## config.mk

```make
export PLATFORM = sky130hd
export DESIGN_NAME = bridge_resp_id_tracker_flat
export DESIGN_NICKNAME = d
export VERILOG_FILES = /design/src/rtl/bridge_resp_id_tracker_pkg.sv /design/src/rtl/bridge_resp_id_tracker_if.sv /design/src/rtl/bridge_resp_id_tracker_fifo.sv /design/src/rtl/bridge_resp_id_tracker.sv /design/src/flat_wrapper.sv
export SDC_FILE = /design/constraint.sdc
export NUM_CORES = 1
export LEC_CHECK = 0
export CORE_MARGIN = 1.5
export CORE_UTILIZATION = 40
export DETAILED_ROUTE_END_ITERATION = 6
export GPL_TIMING_DRIVEN = 0
export PLACE_DENSITY = 0.68
export SLEW_MARGIN = 20
export SYNTH_ARGS = -nofsm -noshare
export SYNTH_HDL_FRONTEND = slang
export SYNTH_SLANG_ARGS = --single-unit
```

## constraint.sdc

```tcl
create_clock -name clk -period 4.05 [get_ports clk]
set_input_delay 0.405 -clock clk [delete_from_list [all_inputs] [get_ports clk]]
set_output_delay 0.405 -clock clk [all_outputs]
set_load 0.005 [all_outputs]
```

## src/rtl/bridge_resp_id_tracker_pkg.sv

```systemverilog
// -----------------------------------------------------------------------------
// bridge_resp_pkg
// Shared constants, types and helpers for the XBAR bridge response ID tracker.
//   DEFAULT_ID_WIDTH      : one-hot master ID width (number of masters)
//   DEFAULT_DATA_WIDTH    : response read-data width
//   DEFAULT_N_OUTSTANDING : depth of the outstanding-ID FIFO
//   ptrWidth()            : FIFO pointer width for a given depth
//   id_entry_t            : one FIFO entry (a one-hot master ID) at default width
// No ports (package).
// -----------------------------------------------------------------------------
package bridge_resp_pkg;

    localparam int DEFAULT_ID_WIDTH      = 20;
    localparam int DEFAULT_DATA_WIDTH    = 32;
    localparam int DEFAULT_N_OUTSTANDING = 4;

    // A FIFO entry is just the one-hot ID of the master that owns the
    // outstanding transaction; parameterised users declare the same shape
    // with their own ID_WIDTH.
    typedef logic [DEFAULT_ID_WIDTH-1:0] id_entry_t;

    // Pointer width for a power-of-two depth; never below one bit so that a
    // degenerate depth still elaborates.
    function automatic int ptrWidth(input int depth);
        return (depth > 1) ? $clog2(depth) : 1;
    endfunction

endpackage

```

## src/rtl/bridge_resp_id_tracker_if.sv

```systemverilog
// -----------------------------------------------------------------------------
// bridge_resp_id_tracker_if
// Bundles the request/grant handshake and response bus around the tracker.
// Signal names are written from the tracker's point of view (_i into it,
// _o out of it).
//   slave modport  : the tracker itself
//   master modport : whoever drives the arbiter/slave side (e.g. a bench)
// Signals:
//   data_req_i/data_ID_i/data_gnt_o  : arbiter request, one-hot ID, grant back
//   data_req_o/data_gnt_i            : request to slave, grant from slave
//   data_r_valid_i/data_r_rdata_i    : slave response
//   data_r_valid_o/data_ID_o/data_r_rdata_o : registered response to decoder
//   full_o, err_o                    : FIFO full, sticky protocol error
// -----------------------------------------------------------------------------
interface bridge_resp_id_tracker_if
    import bridge_resp_pkg::*;
#(
    parameter int ID_WIDTH   = DEFAULT_ID_WIDTH,
    parameter int DATA_WIDTH = DEFAULT_DATA_WIDTH
);
    logic                  data_req_i;
    logic [ID_WIDTH-1:0]   data_ID_i;
    logic                  data_gnt_o;
    logic                  data_req_o;
    logic                  data_gnt_i;
    logic                  data_r_valid_i;
    logic [DATA_WIDTH-1:0] data_r_rdata_i;
    logic                  data_r_valid_o;
    logic [ID_WIDTH-1:0]   data_ID_o;
    logic [DATA_WIDTH-1:0] data_r_rdata_o;
    logic                  full_o;
    logic                  err_o;

    modport slave (
        input  data_req_i, data_ID_i, data_gnt_i, data_r_valid_i, data_r_rdata_i,
        output data_gnt_o, data_req_o, data_r_valid_o, data_ID_o, data_r_rdata_o,
               full_o, err_o
    );

    modport master (
        output data_req_i, data_ID_i, data_gnt_i, data_r_valid_i, data_r_rdata_i,
        input  data_gnt_o, data_req_o, data_r_valid_o, data_ID_o, data_r_rdata_o,
               full_o, err_o
    );
endinterface

```

## src/rtl/bridge_resp_id_tracker_fifo.sv

```systemverilog
// -----------------------------------------------------------------------------
// bridge_id_fifo
// Plain synchronous FIFO holding the IDs of outstanding transactions.
// Ports:
//   clk, rst  : clock, synchronous active-high reset (empties the FIFO)
//   push_i    : write wdata_i at the tail (ignored when full)
//   wdata_i   : entry to write
//   pop_i     : drop the head entry (ignored when empty)
//   rdata_o   : current head entry (combinational)
//   full_o    : registered full flag
//   empty_o   : registered empty flag
// -----------------------------------------------------------------------------
module bridge_id_fifo
    import bridge_resp_pkg::*;
#(
    parameter int WIDTH = DEFAULT_ID_WIDTH,
    parameter int DEPTH = DEFAULT_N_OUTSTANDING
) (
    input  logic             clk,
    input  logic             rst,
    input  logic             push_i,
    input  logic [WIDTH-1:0] wdata_i,
    input  logic             pop_i,
    output logic [WIDTH-1:0] rdata_o,
    output logic             full_o,
    output logic             empty_o
);
    localparam int PTR_W = ptrWidth(DEPTH);
    localparam int CNT_W = PTR_W + 1;

    logic [WIDTH-1:0] mem_q [DEPTH];
    logic [PTR_W-1:0] wrPtr_q, wrPtr_d;
    logic [PTR_W-1:0] rdPtr_q, rdPtr_d;
    logic [CNT_W-1:0] count_q, count_d;
    logic             doPush;
    logic             doPop;

    // Flags come straight from the registered count, so nothing downstream
    // sees a combinational path from this cycle's push/pop.
    assign full_o  = (count_q == CNT_W'(DEPTH));
    assign empty_o = (count_q == '0);
    assign doPush  = push_i & ~full_o;
    assign doPop   = pop_i & ~empty_o;
    assign rdata_o = mem_q[rdPtr_q];

    // Next-state for pointers and occupancy. Pointers are exactly log2(DEPTH)
    // bits so they wrap on their own; count only moves when exactly one of
    // push/pop happens.
    always_comb begin
        wrPtr_d = wrPtr_q;
        rdPtr_d = rdPtr_q;
        count_d = count_q;
        if (doPush) begin
            wrPtr_d = wrPtr_q + 1'b1;
        end
        if (doPop) begin
            rdPtr_d = rdPtr_q + 1'b1;
        end
        case ({doPush, doPop})
            2'b10:   count_d = count_q + 1'b1;
            2'b01:   count_d = count_q - 1'b1;
            default: count_d = count_q;
        endcase
    end

    // Control state register; reset discards every stored entry by simply
    // rewinding the pointers and count.
    always_ff @(posedge clk) begin
        if (rst) begin
            wrPtr_q <= '0;
            rdPtr_q <= '0;
            count_q <= '0;
        end else begin
            wrPtr_q <= wrPtr_d;
            rdPtr_q <= rdPtr_d;
            count_q <= count_d;
        end
    end

    // Entry storage needs no reset: an entry is only ever read after it was
    // written, because the pointers/count guard every access.
    always_ff @(posedge clk) begin
        if (doPush) begin
            mem_q[wrPtr_q] <= wdata_i;
        end
    end

endmodule

```

## src/rtl/bridge_resp_id_tracker.sv

```systemverilog
// -----------------------------------------------------------------------------
// bridge_resp_id_tracker
// In-order outstanding-transaction tracker for the XBAR bridge response path.
// Records the one-hot master ID of every granted request, pops the oldest ID
// on every slave response and presents a registered response carrying that
// ID to the response address decoder. New requests are throttled while the
// tracking FIFO is full.
// Ports:
//   clk  : clock
//   rst  : synchronous active-high reset
//   bus  : bridge_resp_id_tracker_if.slave (handshake, response bus, full_o,
//          err_o)
// Optional build macro BRIDGE_RESP_TRACKER_CHECK_EN: when defined, err_o is a
// sticky flag raised by a response while nothing is outstanding or by a push
// with a non-one-hot ID; when undefined err_o is tied low.
// -----------------------------------------------------------------------------
module bridge_resp_id_tracker
    import bridge_resp_pkg::*;
#(
    parameter int ID_WIDTH      = DEFAULT_ID_WIDTH,
    parameter int DATA_WIDTH    = DEFAULT_DATA_WIDTH,
    parameter int N_OUTSTANDING = DEFAULT_N_OUTSTANDING
) (
    input logic                     clk,
    input logic                     rst,
    bridge_resp_id_tracker_if.slave bus
);
    logic                  fullFlag;
    logic                  emptyFlag;
    logic                  doPush;
    logic                  doPop;
    logic [ID_WIDTH-1:0]   headId;
    logic                  rValid_q, rValid_d;
    logic [ID_WIDTH-1:0]   rId_q, rId_d;
    logic [DATA_WIDTH-1:0] rData_q, rData_d;

    // Request gating uses only the registered full flag: a response popping
    // in the same cycle does not free a slot until the next cycle, which
    // keeps r_valid out of the grant timing path.
    assign bus.data_req_o = bus.data_req_i & ~fullFlag;
    assign bus.data_gnt_o = bus.data_gnt_i & ~fullFlag;
    assign doPush         = bus.data_req_o & bus.data_gnt_i;
    // A response with nothing outstanding is dropped rather than popped.
    assign doPop          = bus.data_r_valid_i & ~emptyFlag;
    assign bus.full_o     = fullFlag;

    bridge_id_fifo #(
        .WIDTH (ID_WIDTH),
        .DEPTH (N_OUTSTANDING)
    ) u_fifo (
        .clk     (clk),
        .rst     (rst),
        .push_i  (doPush),
        .wdata_i (bus.data_ID_i),
        .pop_i   (doPop),
        .rdata_o (headId),
        .full_o  (fullFlag),
        .empty_o (emptyFlag)
    );

    // Response stage: a pop this cycle becomes a one-cycle valid with the
    // popped ID next cycle. The ID returns to zero when idle so the decoder
    // never sees a stale owner; the data simply holds.
    always_comb begin
        rValid_d = doPop;
        rId_d    = '0;
        rData_d  = rData_q;
        if (doPop) begin
            rId_d   = headId;
            rData_d = bus.data_r_rdata_i;
        end
    end

    // Response stage register.
    always_ff @(posedge clk) begin
        if (rst) begin
            rValid_q <= 1'b0;
            rId_q    <= '0;
            rData_q  <= '0;
        end else begin
            rValid_q <= rValid_d;
            rId_q    <= rId_d;
            rData_q  <= rData_d;
        end
    end

    assign bus.data_r_valid_o = rValid_q;
    assign bus.data_ID_o      = rId_q;
    assign bus.data_r_rdata_o = rData_q;

`ifdef BRIDGE_RESP_TRACKER_CHECK_EN
    logic err_q, err_d;

    // Protocol checks: an orphan response or a malformed ID latches the
    // error until reset. The offending traffic is still handled normally.
    always_comb begin
        err_d = err_q;
        if ((bus.data_r_valid_i && emptyFlag) ||
            (doPush && !$onehot(bus.data_ID_i))) begin
            err_d = 1'b1;
        end
    end

    // Sticky error register.
    always_ff @(posedge clk) begin
        if (rst) begin
            err_q <= 1'b0;
        end else begin
            err_q <= err_d;
        end
    end

    assign bus.err_o = err_q;
`else
    assign bus.err_o = 1'b0;
`endif

endmodule

```

## src/flat_wrapper.sv

```systemverilog
// flat-port wrapper written by rule: the top's interface ports become plain ports
module bridge_resp_id_tracker_flat import bridge_resp_pkg::*;
#(
    parameter int ID_WIDTH      = DEFAULT_ID_WIDTH,
    parameter int DATA_WIDTH    = DEFAULT_DATA_WIDTH,
    parameter int N_OUTSTANDING = DEFAULT_N_OUTSTANDING
)
  (clk, rst, bus_data_req_i, bus_data_ID_i, bus_data_gnt_i, bus_data_r_valid_i, bus_data_r_rdata_i, bus_data_gnt_o, bus_data_req_o, bus_data_r_valid_o, bus_data_ID_o, bus_data_r_rdata_o, bus_full_o, bus_err_o);
  bridge_resp_id_tracker_if #(.ID_WIDTH(ID_WIDTH), .DATA_WIDTH(DATA_WIDTH)) bus_i ();
  input logic clk;
  input logic rst;
  input wire logic [$bits(bus_i.data_req_i)-1:0] bus_data_req_i;
  input wire logic [$bits(bus_i.data_ID_i)-1:0] bus_data_ID_i;
  input wire logic [$bits(bus_i.data_gnt_i)-1:0] bus_data_gnt_i;
  input wire logic [$bits(bus_i.data_r_valid_i)-1:0] bus_data_r_valid_i;
  input wire logic [$bits(bus_i.data_r_rdata_i)-1:0] bus_data_r_rdata_i;
  output wire logic [$bits(bus_i.data_gnt_o)-1:0] bus_data_gnt_o;
  output wire logic [$bits(bus_i.data_req_o)-1:0] bus_data_req_o;
  output wire logic [$bits(bus_i.data_r_valid_o)-1:0] bus_data_r_valid_o;
  output wire logic [$bits(bus_i.data_ID_o)-1:0] bus_data_ID_o;
  output wire logic [$bits(bus_i.data_r_rdata_o)-1:0] bus_data_r_rdata_o;
  output wire logic [$bits(bus_i.full_o)-1:0] bus_full_o;
  output wire logic [$bits(bus_i.err_o)-1:0] bus_err_o;
  assign bus_i.data_req_i = bus_data_req_i;
  assign bus_i.data_ID_i = bus_data_ID_i;
  assign bus_i.data_gnt_i = bus_data_gnt_i;
  assign bus_i.data_r_valid_i = bus_data_r_valid_i;
  assign bus_i.data_r_rdata_i = bus_data_r_rdata_i;
  assign bus_data_gnt_o = bus_i.data_gnt_o;
  assign bus_data_req_o = bus_i.data_req_o;
  assign bus_data_r_valid_o = bus_i.data_r_valid_o;
  assign bus_data_ID_o = bus_i.data_ID_o;
  assign bus_data_r_rdata_o = bus_i.data_r_rdata_o;
  assign bus_full_o = bus_i.full_o;
  assign bus_err_o = bus_i.err_o;
  bridge_resp_id_tracker #(.ID_WIDTH(ID_WIDTH), .DATA_WIDTH(DATA_WIDTH), .N_OUTSTANDING(N_OUTSTANDING)) u_core (.clk(clk), .rst(rst), .bus(bus_i));
endmodule
```

==> results.md <==
* Netlist cell types at 28
* Worst-Margin Slew at 656 ps
* Root buffer cell: clkbuf_16
* Layout Skew at 4.97 ps
* Die H at 115 um
* Required @ worst endpoint at 4390 ps
* Synth Register Bits at 140
* GRT Util Overall at 16.2%
* Crit path DAT at 2990 ps
* Post-Synth Simple-Gate Area at 9.70%
* XOR/XNOR Fraction of Synth Area at 0.525%
* Initial Utilization at 41.3%
* Hold crit path type: reg2reg
* Drt total wl at 9820 um
* CP startpoint kind: primary input
* Synth Warn # at 0
* Dpl hpwl at 6370 um
* Critical path endpoint category: flop
* Boundary Pins at 114
* Compound-cell area share of the yosys netlist at 4.13%
* Max_cap viols at 0
* Crit path kind: in2reg
* Synth Cell Area at 5000 um^2
* Largest net degree at the start of global routing at 21
* Cells after synthesis at 340
* Maximum vdd drop at 368 uV
* First-pass GRT wire length at 15500 um
* Die width at 115 um
* Worst-path fanout max at 10
* Num CTS Buffers at 17
* Largest family of logic cells by synthesized area: simple AND/OR/NAND/NOR gates
* Htree depth at 4
* Final #Nets at 534
* Row Count at 40
* P&R area growth vs syn at 38.3%
* Syn nets at 403
* Wire per inst at 15.1 um
* Status: complete, no violations
* Commonest cells in the netlist: edfxtp_1, nand2_1, dfxtp_1
* Power density cells at 597 nW/um^2
* Post-synth top flop: edfxtp_1
* Final hold vios at 0
* Port bufs at 112
* Post-Synth Adder-Cell Area at 1.65%
* Share of cells above drive strength 1 at 13.2%
* Vias at 3054
* Vias in the first global route at 3104
* Grt ovf at 0
* Core Box Area at 12100 um^2
* DRT antenna net count at 0
* FF-to-FF setup slack at 1470 ps
* Worst-skew pair later-pin latency at 410 ps
* TritonRoute pass-1 iters at 5
* Final min period at 2650 ps
* Routability cong. at 0.704
* Hold Slack at 452 ps
* DRC viols at 0
* Worst-path clk slew at 60 ps
* Filler cells at 1011
* Top post-synthesis cells by area: edfxtp_1, dfxtp_1, mux4_2, nand2_1, a21oi_1
* RSZ-0062 raised after global routing: false
* Post-CTS Hold Fix Bufs at 0
* Clock sinks at 140
* Antenna violations before repair at 0
* Fin. max-slew vios at 0
* Setup violations, final at 0
* Fmax at 378 MHz
* Max-slew headroom at 56.3%
* Period Utilization, post-route at 65.4%
* Top-count cell post-synth: edfxtp_1
* Die area at 13200 um^2
* Mux contribution to synthesized area at 9.50%
* Post-cts sizing count at 0
* Post-CTS setup buffer count at 0
* DR iter-0 viols at 140
* Setup TNS at 0 ps
* Diode count at 0
* Number of flops mapped to enable cells by yosys at 80
* Area leader, netlist: edfxtp_1
* CTS Buffer Depth at 2
* Syn Area/Cell at 14.7 um^2
* Leak at 2.35 nW
* TritonCTS clock tree: done
* Top cell type's share of synthesized area at 48.0%
* Vias per Instance at 4.68
* Synth async-reset ratio at 0%
* Sequential-to-total area share from yosys stat at 72.0%
## flip-flops by register name (all words and copies together), names as in the netlist
signal / flops
u_core.u_fifo.count_q: 3
u_core.u_fifo.rdPtr_q: 2
u_core.bus.data_r_valid_o: 1
u_core.u_fifo.wrPtr_q: 2
u_core.bus.data_r_rdata_o: 32
u_core.u_fifo.mem_q: 80
u_core.bus.data_ID_o: 20
## power breakdown
group          switching [mW]  internal (mW)  leakage (nW)  total (mW)
combinational           0.384          0.488         0.852       0.873
clock                   0.560          0.963         0.285        1.52
sequential             0.0790           1.66          1.21        1.74
total                    1.02           3.11          2.35        4.13
## kinds of logic (layout without fill, tap and decap cells)
group           Yosys count  in the layout
simple gates            103            103
buf+inv                  27            171
xor+xnor                  3              3
other cells               1              1
flops                   140            140
compound gates           38             38
fa+ha+maj                 6              6
mux                      22             22
## layout make-up
| cell class | count | area [um^2] | share of cell area, % |
|---|---|---|---|
| Multi-Input combinational cell | 173 | 1280 | 18.5 |
| Clock buffer | 20 | 437 | 6.31 |
| Timing Repair Buffer | 112 | 1120 | 16.2 |
| Tap cell | 168 | 210 | 3.04 |
| Clock inverter | 12 | 148 | 2.13 |
| Buffer | 18 | 86.3 | 1.25 |
| Inverter | 9 | 33.8 | 0.488 |
| Sequential cell | 140 | 3600 | 52.1 |
## critical path, stage by stage
cell and delay (ps):
clkdlybuf4s50_1 520, o31ai_4 140, inv_2 150, clkbuf_1 370, ha_1 260, inv_1 60
fa_1 370, xor2_1 160, or3_2 410, a21oi_1 140
## metal layers
layer / vias to the layer above / share of wire, % / global-route usage (%)
li1: 1464 / - / -
met1: 1463 / 43 / 19.1
met3: 12 / 9.0 / 8.75
met4: 0 / 1.3 / 6.01
met5: - / 0 / 0
met2: 115 / 47 / 25.0
## stage by stage
stage / cell area [um^2] / utilization [%] / std cells / setup WS, ps / total power, mW
after floorplan: 5000 / - / 340 / 1620 / 2.24
after global placement: 6330 / 52.3 / 620 / 999 / 2.63
after detailed placement: 6330 / 52.3 / 620 / 983 / 2.65
after CTS: 6920 / 57.1 / 652 / 1380 / 4.19
after global routing: 6920 / 57.1 / 652 / 1290 / 4.34
final: 6920 / 57.1 / 652 / 1400 / 4.13
## path summary, 6_finish.rpt
check,cells after the start,from,to
min,2,u_core.bus.data_r_rdata_o[8]$_SDFFE_PP0P_,u_core.bus.data_r_rdata_o[8]$_SDFFE_PP0P_
max,10,bus_data_r_valid_i,u_core.u_fifo.count_q[2]$_SDFFE_PP0P_
min reg2reg,2,u_core.bus.data_r_rdata_o[8]$_SDFFE_PP0P_,u_core.bus.data_r_rdata_o[8]$_SDFFE_PP0P_
max reg2reg,9,u_core.u_fifo.count_q[0]$_SDFFE_PP0P_,u_core.u_fifo.count_q[2]$_SDFFE_PP0P_
## layout by cell type, fill, tap and decap left out, drive strengths merged
master         instances
conb                   1
o31ai                  1
dfxtp                 60
or3b                   1
nor2                   7
bufinv                 3
mux2                   1
edfxtp                80
inv                    9
clkdlybuf4s50        112
fa                     1
clkbuf                31
ha                     5
xnor2                  1
a21oi                 35
nand2                 64
clkinvlp               1
xor2                   2
or3                    2
and3                   1
mux2i                  1
clkinv                 8
and2                  26
mux4                  20
o21ai                  2
nand2b                 2
buf                    7
Note: power is estimated with default switching activity, not from simulation.
